$ cat src/rtl/lsu_pkg.sv
// Shared encodings for the load/store port: funct3 values, memory size codes
// and the FSM state type.
package lsu_pkg;

    localparam logic [2:0] F3_B  = 3'b000;
    localparam logic [2:0] F3_H  = 3'b001;
    localparam logic [2:0] F3_W  = 3'b010;
    localparam logic [2:0] F3_BU = 3'b100;
    localparam logic [2:0] F3_HU = 3'b101;

    localparam logic [1:0] SZ_WORD = 2'b00;
    localparam logic [1:0] SZ_BYTE = 2'b01;
    localparam logic [1:0] SZ_HALF = 2'b10;

    typedef enum logic [1:0] {IDLE, ISSUE, CAPTURE, RESP} lsu_state_t;

    function automatic logic [1:0] size_code(input logic [1:0] f3_lo);
        case (f3_lo)
            2'b00:   size_code = SZ_BYTE;
            2'b01:   size_code = SZ_HALF;
            default: size_code = SZ_WORD;
        endcase
    endfunction

endpackage

$ cat src/rtl/load_extract.sv
// Picks the addressed byte/halfword out of a memory word and sign- or
// zero-extends it according to funct3.
module load_extract
    import lsu_pkg::*;
(
    input  logic [31:0] word,
    input  logic [1:0]  addr_lo,
    input  logic [2:0]  funct3,
    output logic [31:0] result
);

    logic [7:0]  sel_b;
    logic [15:0] sel_h;
    logic        sext;

    always_comb begin
        sel_b = word[{addr_lo, 3'b000} +: 8];
        sel_h = addr_lo[1] ? word[31:16] : word[15:0];
        sext  = ~funct3[2];
        case (funct3[1:0])
            2'b00:   result = {{24{sel_b[7] & sext}}, sel_b};
            2'b01:   result = {{16{sel_h[15] & sext}}, sel_h};
            default: result = word;
        endcase
    end

endmodule

$ cat src/rtl/lsu_port.sv
// Load/store initiator between the memory stage and a block-RAM data memory
// with a one-cycle registered read.
//   state   | meaning
//   IDLE    | ready for a request; rejected requests respond from here
//   ISSUE   | address/write on the memory port, memory samples this cycle
//   CAPTURE | read word valid, extracted load data registered
//   RESP    | rsp_valid high for one cycle
module lsu_port
    import lsu_pkg::*;
#(
    parameter int MEM_WORDS = 4096,
    parameter int ADDR_W    = 32
) (
    input  logic              clk,
    input  logic              reset,
    input  logic              req_valid,
    output logic              req_ready,
    input  logic              req_write,
    input  logic [2:0]        req_funct3,
    input  logic [ADDR_W-1:0] req_addr,
    input  logic [31:0]       req_wdata,
    output logic              rsp_valid,
    output logic              rsp_err,
    output logic [31:0]       rsp_rdata,
    output logic              mem_we,
    output logic [1:0]        mem_size,
    output logic [ADDR_W-1:0] mem_addr,
    output logic [31:0]       mem_wdata,
    input  logic [31:0]       mem_rdata
);

    localparam logic [ADDR_W-3:0] WORD_LIMIT = (ADDR_W-2)'(MEM_WORDS);

    lsu_state_t        state, state_d;
    logic              write_q, write_d;
    logic [2:0]        f3_q, f3_d;
    logic              rsp_valid_d, rsp_err_d, mem_we_d;
    logic [31:0]       rsp_rdata_d, mem_wdata_d;
    logic [1:0]        mem_size_d;
    logic [ADDR_W-1:0] mem_addr_d;
    logic              illegal, misaligned, out_of_range;
    logic [31:0]       load_data;

    load_extract u_extract (
        .word    (mem_rdata),
        .addr_lo (mem_addr[1:0]),
        .funct3  (f3_q),
        .result  (load_data)
    );

    assign req_ready = (state == IDLE);

    // Stores with funct3[1:0]=11 have no size code, so they are rejected too.
    always_comb begin
        illegal      = req_write ? (req_funct3[2] | (req_funct3[1:0] == 2'b11))
                                 : ((req_funct3 == 3'b011) | (req_funct3[2:1] == 2'b11));
        misaligned   = ((req_funct3[1:0] == 2'b01) & req_addr[0])
                     | ((req_funct3[1:0] == 2'b10) & (req_addr[1:0] != 2'b00));
        out_of_range = (req_addr[ADDR_W-1:2] >= WORD_LIMIT);
    end

    always_comb begin
        state_d     = state;
        write_d     = write_q;
        f3_d        = f3_q;
        rsp_valid_d = 1'b0;
        rsp_err_d   = 1'b0;
        rsp_rdata_d = rsp_rdata;
        mem_we_d    = 1'b0;
        mem_size_d  = mem_size;
        mem_addr_d  = mem_addr;
        mem_wdata_d = mem_wdata;
        case (state)
            IDLE: begin
                if (req_valid) begin
                    rsp_rdata_d = 32'd0;
                    if (illegal || misaligned || out_of_range) begin
                        rsp_valid_d = 1'b1;
                        rsp_err_d   = 1'b1;
                    end else begin
                        state_d     = ISSUE;
                        write_d     = req_write;
                        f3_d        = req_funct3;
                        mem_we_d    = req_write;
                        mem_size_d  = size_code(req_funct3[1:0]);
                        mem_addr_d  = req_addr;
                        mem_wdata_d = req_wdata;
                    end
                end
            end
            ISSUE: begin
                if (write_q) begin
                    state_d     = RESP;
                    rsp_valid_d = 1'b1;
                end else begin
                    state_d = CAPTURE;
                end
            end
            CAPTURE: begin
                state_d     = RESP;
                rsp_valid_d = 1'b1;
                rsp_rdata_d = load_data;
            end
            default: state_d = IDLE;
        endcase
    end

    always_ff @(posedge clk) begin
        if (reset) begin
            state     <= IDLE;
            write_q   <= 1'b0;
            f3_q      <= 3'd0;
            rsp_valid <= 1'b0;
            rsp_err   <= 1'b0;
            rsp_rdata <= 32'd0;
            mem_we    <= 1'b0;
            mem_size  <= SZ_WORD;
            mem_addr  <= '0;
            mem_wdata <= 32'd0;
        end else begin
            state     <= state_d;
            write_q   <= write_d;
            f3_q      <= f3_d;
            rsp_valid <= rsp_valid_d;
            rsp_err   <= rsp_err_d;
            rsp_rdata <= rsp_rdata_d;
            mem_we    <= mem_we_d;
            mem_size  <= mem_size_d;
            mem_addr  <= mem_addr_d;
            mem_wdata <= mem_wdata_d;
        end
    end

endmodule

$ cat config.mk
export PLATFORM = sky130hd
export DESIGN_NAME = lsu_port
export DESIGN_NICKNAME = d
export VERILOG_FILES = /design/src/rtl/lsu_pkg.sv /design/src/rtl/load_extract.sv /design/src/rtl/lsu_port.sv
export SDC_FILE = /design/constraint.sdc
export NUM_CORES = 1
export LEC_CHECK = 0
export CORE_ASPECT_RATIO = 0.75
export CORE_MARGIN = 4
export CORE_UTILIZATION = 42
export CTS_BUF_LIST = sky130_fd_sc_hd__clkbuf_2
export DETAILED_ROUTE_END_ITERATION = 7
export GPL_TIMING_DRIVEN = 0
export PLACE_DENSITY = 0.83
export SLEW_MARGIN = 20
export SYNTH_ARGS = -nofsm -noshare
export SYNTH_HDL_FRONTEND = slang
export SYNTH_SLANG_ARGS = --single-unit
export TNS_END_PERCENT = 1
$ cat constraint.sdc
create_clock -name clk -period 2.1 [get_ports clk]
set_input_delay 0.42 -clock clk [delete_from_list [all_inputs] [get_ports clk]]
set_output_delay 0.42 -clock clk [all_outputs]
set_load 0.02 [all_outputs]
==> impl_results.md <==
* Run status: finished, final reports clean
* Commonest non-fill, non-tap cell in the layout: clkdlybuf4s50_1
* FF/Latch Area at 0.00214 mm^2
* Vias per std cell at 5.10
* Number of global-route vias before repair at 4011
* YS warnings at 0
* Row count at 31
* Cts bufs inserted at 9
* Die W at 123 um
* Via total after detailed routing at 3932
* Initial antenna violation count at 0
* WL met3 at 1550 um
* Slew @ Worst Pin at 498 ps
* Overflow after GRT at 0
* Met2 wire len at 6840 um
* Initial core utilization at 0.431
* Post-DP Area at 0.00639 mm^2
* FMAX at 487 MHz
* Final Util at 0.703
* Max cap viols at 0
* Post-Synthesis Cells at 413
* Tmin final at 2060 ps
* Cts hold-fix bufs at 0
* Area grow syn2layout at 63.0%
* Chip height at 94.4 um
* Crit Path Class: in -> reg
* Worst EP arrival at 2560 ps
* 1st-pass router iterations at 4
* Post-Syn Area at 0.00418 mm^2
* Number of DRC violations after detailed routing at 0
* Overall power at 3.18 mW
* Clk root buf: clkbuf_2
* Async SR Flop Fraction at 0
* Ant diodes at 0
* Clk_lat worst skew at 590 ps
* CTS tree: built
* Io pins at 205
* CP Capture Type: register
* Worst slew margin at 0.668
* Fin area at 0.00682 mm^2
* Main synth FF type: dfxtp_1
* Netlist cell types at 37
* GRT Util Overall at 0.226
* Final setup skew at 36.3 ps
* Flop2flop setup slack at 60 ps
* Tightest Hold Check Type: in -> reg
* Max VDD drop at 0.393 mV
* Sequential-to-total area share from yosys stat at 0.512
* DIE AREA at 0.0116 mm^2
* Syn_nets at 520
* Metal1 wirelength at 5320 um
* Sinks on Clock Net at 107
* Number of buffers added on ports at 204
* Leakage power at 4.06 nW
* GP Congestion at 0.802
* Top routing layer used: met4
* Critical Path RT at 2600 ps
* Global-route wire length before repair at 20400 um
* Dpl hpwl at 10400 um
* Power per cell area at 466 mW/mm^2
* Setup-failing EPs final at 0
* Nets at 741
* Clock slew at reported path FFs at 270 ps
* Total number of H-tree levels at 3
* Fillers at 742
* CP Launch Type: primary input
* Total core area at 0.00970 mm^2
* Period utilization at 0.979
* Synth Register Bits at 107
* Area of the multi-input gates at 0.00189 mm^2
* Initial DRC count at 216
* Pins Over Slew Limit at 0
* Largest net degree at the start of global routing at 18
* Final WL at 13800 um
* Syn_area_per_cell at 10.1 um^2
* Final antenna-violating net count at 0
* Worst Path Max Fanout at 4
* Layout cell share with drive strength beyond 1 at 0.0939
* Final hold viol count at 0
* Longest Clk Path Bufs at 2
* Most frequent cells in the layout: clkdlybuf4s50_1 (110), dfxtp_1 (105), dlymetal6s2s_1 (90)
* WL per Instance at 17.9 um
* Post-synth EDFFs at 0
-- where the power goes --
part           internal (mW)  switching (mW)  leakage, nW
Sequential              2.04        0.000550        0.863
Clock                  0.150           0.675       0.0530
Combinational          0.198           0.112         3.15
Total                   2.39           0.788         4.06
-- cell families (layout without fill, tap and decap cells) --
logic type               after synthesis  in the layout  synth area share
AO/OA/AOI/OAI                         86             86             0.146
adder cells (fa/ha/maj)                4              4            0.0120
buffers and inverters                 34            260            0.0437
flip-flops                           107            107             0.512
multiplexers                          60             60             0.146
AND/OR/NAND/NOR                      122            122             0.141
-- worst paths after layout --
kind / startpoint / to / cells after the start
worst max-delay path: req_addr[27] / mem_wdata[1] / 8
worst min-delay path: req_wdata[16] / mem_wdata[16] / 3
worst max register to register: state[0] / rsp_rdata[18] / 8
worst min register to register: rsp_rdata[1] / rsp_rdata[1] / 2
-- cell usage after synthesis, types with 3 or more instances --
library cell | instances | area (um^2)
dfxtp_1 | 107 | 2140
nor2_1 | 55 | 206
mux2i_1 | 53 | 531
o21ai_0 | 24 | 120
a21oi_1 | 21 | 105
and2_1 | 20 | 125
nand2_1 | 20 | 75.1
clkbuf_1 | 14 | 52.6
a221o_1 | 9 | 90.1
a21o_1 | 8 | 60.1
a211o_1 | 7 | 61.3
a221o_2 | 7 | 78.8
inv_1 | 7 | 26.3
mux2_2 | 7 | 78.8
or3_1 | 7 | 43.8
buf_6 | 6 | 67.6
nand2b_1 | 6 | 37.5
nor4_1 | 5 | 31.3
a211oi_1 | 4 | 30.0
buf_2 | 4 | 20.0
ha_1 | 4 | 50.1
nor2b_1 | 3 | 18.8
-- stage by stage --
stage               setup WS [ps]  setup TNS (ps)  hold slack (ps)  cells
floorplan                    98.0               0              461    413
global route                -51.8            -266              339    771
global placement             -672          -50310              439    749
finish                       44.7               0              405    771
CTS                         -2.30           -2.30              366    765
detailed placement           -687          -50320              441    749
-- final cells by class --
| type | count | share of cell area |
|---|---|---|
| Tap cell | 132 | 0.0242 |
| Clock buffer | 9 | 0.00661 |
| Buffer | 27 | 0.0261 |
| Timing Repair Buffer | 210 | 0.340 |
| Sequential cell | 107 | 0.315 |
| Inverter | 7 | 0.00386 |
| Clock inverter | 7 | 0.00661 |
| Multi-Input combinational cell | 272 | 0.278 |
-- sequential cells by signal, summed over array words and instances (netlist names) --
name and count:
rsp_err 1, f3_q 3, mem_addr 32, mem_size 2, write_q 1, rsp_valid 1, rsp_rdata 32, mem_we 1
mem_wdata 32, state 2
-- layer usage --
layer | global-route usage | vias to the layer above
met5 | 0 | -
met4 | 0.0498 | 0
met3 | 0.101 | 8
met2 | 0.392 | 163
met1 | 0.257 | 1875
li1 | - | 1886
-- worst max-delay path: stages --
cell             delay [ps]
clkdlybuf4s50_1         420
nor4_2                  350
nand4_1                 310
nor4_4                  380
clkdlybuf4s15_2         310
buf_4                   140
mux2i_1                 180
nor2_1                   50
-- timing repair --
action                     CTS  global route
gates resized for setup     13           105
setup buffers                0             5
setup endpoints to repair   33           173
pin swaps                    0             1
cloned                       0             1
Note: power is estimated with default switching activity, not from simulation.
==> variant, RTL diff (same settings) <==
Register the output `rsp_err` once more, cleared by the reset; this adds one clock of latency there. The other outputs are not delayed to match.
--- a/src/rtl/lsu_port.sv
+++ b/src/rtl/lsu_port.sv
@@ -31,4 +31,6 @@
 
     localparam logic [ADDR_W-3:0] WORD_LIMIT = (ADDR_W-2)'(MEM_WORDS);
+
+    logic rsp_err_s0;
 
     lsu_state_t        state, state_d;
@@ -112,5 +114,5 @@
             f3_q      <= 3'd0;
             rsp_valid <= 1'b0;
-            rsp_err   <= 1'b0;
+            rsp_err_s0 <= 1'b0;
             rsp_rdata <= 32'd0;
             mem_we    <= 1'b0;
@@ -123,5 +125,5 @@
             f3_q      <= f3_d;
             rsp_valid <= rsp_valid_d;
-            rsp_err   <= rsp_err_d;
+            rsp_err_s0 <= rsp_err_d;
             rsp_rdata <= rsp_rdata_d;
             mem_we    <= mem_we_d;
@@ -132,4 +134,12 @@
     end
 
+    always_ff @(posedge clk) begin
+        if (reset) begin
+            rsp_err <= '0;
+        end else begin
+            rsp_err <= rsp_err_s0;
+        end
+    end
+
 endmodule
 
Behaviour: not the same (Yosys sat finds a counterexample within 4 cycles, from zero or initial values and one cycle with reset high).
==> variant against the unedited design <==
Routed wire length rose by 5.0%; final area grew 9.0%; highest routed layer unchanged; total power increased by 16%; worst setup slack got worse by 0.0091 ns; area after synthesis rose by 14%; sequential cell count grew 1; non-clock buffer count increased by 6; synthesized cell count grew 13%; largest cell class unchanged.
==> variant: results (changes against the unedited design) <==
| Metric | Value |
|---|---|
| Register area share after synthesis | 0.454 (-0.0582) |
| Rel. slew slack | 0.665 (-0.00263) |
| Clock Skew | 0.0341 ns (-0.00227 ns) |
| Largest regs | mem_addr x32, mem_wdata x32, rsp_rdata x32 |
| H-tree depth | 3 (unchanged) |
| Int Pwr | 2.83 mW (+18%) |
| Worst-path clk slew | 0.29 ns (+0.02 ns) |
| Worst-path maximum fanout | 10 (+6) |
| Top cells by area, synth | dfxtp_1 45%, nand2b_1 15%, mux2i_1 11%, a221o_1 3.4%, mux2_2 3.3% |
| Fraction of layout cells with a size suffix above 1 | 0.0926 (-0.00128) |
| Distinct cells, synth | 39 (+5.4%) |
| First-pass GRT wire length | 22300 um (+9.3%) |
| Clk network pwr share | 0.336 (+0.076) |
| Clock Latency Late Sink | 0.57 ns (-0.02 ns) |
| DR vias/cell | 5.20 (+1.9%) |
| Worst slack at placement | -0.801 ns (-0.114 ns) |
| Placed cell count | 811 (+8.3%) |
| Leakage power | 4.03 nW (-0.78%) |
| Hold depth | 3 (unchanged) |
| Initial antenna violation count | 0 (unchanged) |
| DR vias | 4320 (+9.9%) |
| WL per Instance | 17.4 um (-2.6%) |
| Maximum VDD drop | 0.000394 V (+0.32%) |
| Run status | finished, final reports clean |
| Syn nets | 574 (+10%) |
| Gp weighted congestion | 0.827 (+3.1%) |
| CTS Buffer Depth | 2 (unchanged) |
| Largest net degree at the start of global routing | 19 (+1) |
| Critical path arrival | 2.59 ns (+0.03 ns) |
| Sw Share | 0.231 (-0.0166) |
| Nets | 793 (+7.0%) |
| Sequential power share | 0.561 (-0.082) |
| Root Driver | clkbuf_2 |
| I/O Buffers | 204 (unchanged) |
| Post-synth top cells | 111 x nand2b_1, 108 x dfxtp_1, 54 x mux2i_1 |
| Ant. Diodes | 0 (unchanged) |
| Vias in the first global route | 4476 (+12%) |
| DPL Wire Length | 11200 um (+8.0%) |
| Syn avg cell area | 10.2 um2 (+0.72%) |
| Total GRT Usage | 0.214 (-0.0119) |
| Filler cells | 851 (+15%) |
-- variant: path summary, 6_finish.rpt --
path	from	endpoint	slack [ns]
min	req_wdata[15]	mem_wdata[15]	0.37
min reg2reg	rsp_err_s0	rsp_err	0.47
max	req_funct3[0]	mem_addr[8]	0.04
max reg2reg	state[0]	rsp_rdata[20]	0.05
-- variant: metrics by stage --
step / instance area [um2] / hold slack [ns]
2_1_floorplan: 4760 / 0.414
6_report: 7430 / 0.366
4_1_cts: 7180 / 0.298
3_3_place_gp: 6980 / 0.434
3_5_place_dp: 6980 / 0.443
5_1_grt: 7430 / 0.297
-- variant: kinds of logic after synthesis --
logic type / synth area share
DFF: 0.454
adders and majority gates: 0.0105
buffers and inverters: 0.0465
and+or+nand+nor: 0.222
AOI/OAI and AO/OA: 0.111
muxes: 0.156
-- variant: final cells by class --
cell class	count	share of cell area
well taps	140	0.0236
multi-input cells	310	0.327
flip-flops and latches	108	0.292
clock buffers	9	0.00606
clock inverters	7	0.0165
inverters	14	0.00707
repair buffers	208	0.303
plain buffers	35	0.0251
-- variant: worst max-delay path, stage by stage --
cell	delay, ns
clkdlybuf4s50_1	0.52
o21ai_2	0.22
nand4_1	0.35
nor4_4	0.45
buf_6	0.22
buf_6	0.19
mux2i_1	0.21
-- variant: repair_timing --
item	CTS	global route
endpoints found under the setup margin	59	109
hold buffers	0	0
gates resized for setup	20	89
buffers inserted	2	2
pin swaps	3	2
cloned	0	0
-- variant: routing by layer --
metal / vias to the layer above / global-route usage / share of wire
li1: 2075 / - / -
met3: 17 / 0.0856 / 0.10
met2: 192 / 0.360 / 0.48
met4: 0 / 0.0435 / 0.014
met1: 2036 / 0.260 / 0.40
met5: - / 0 / 0
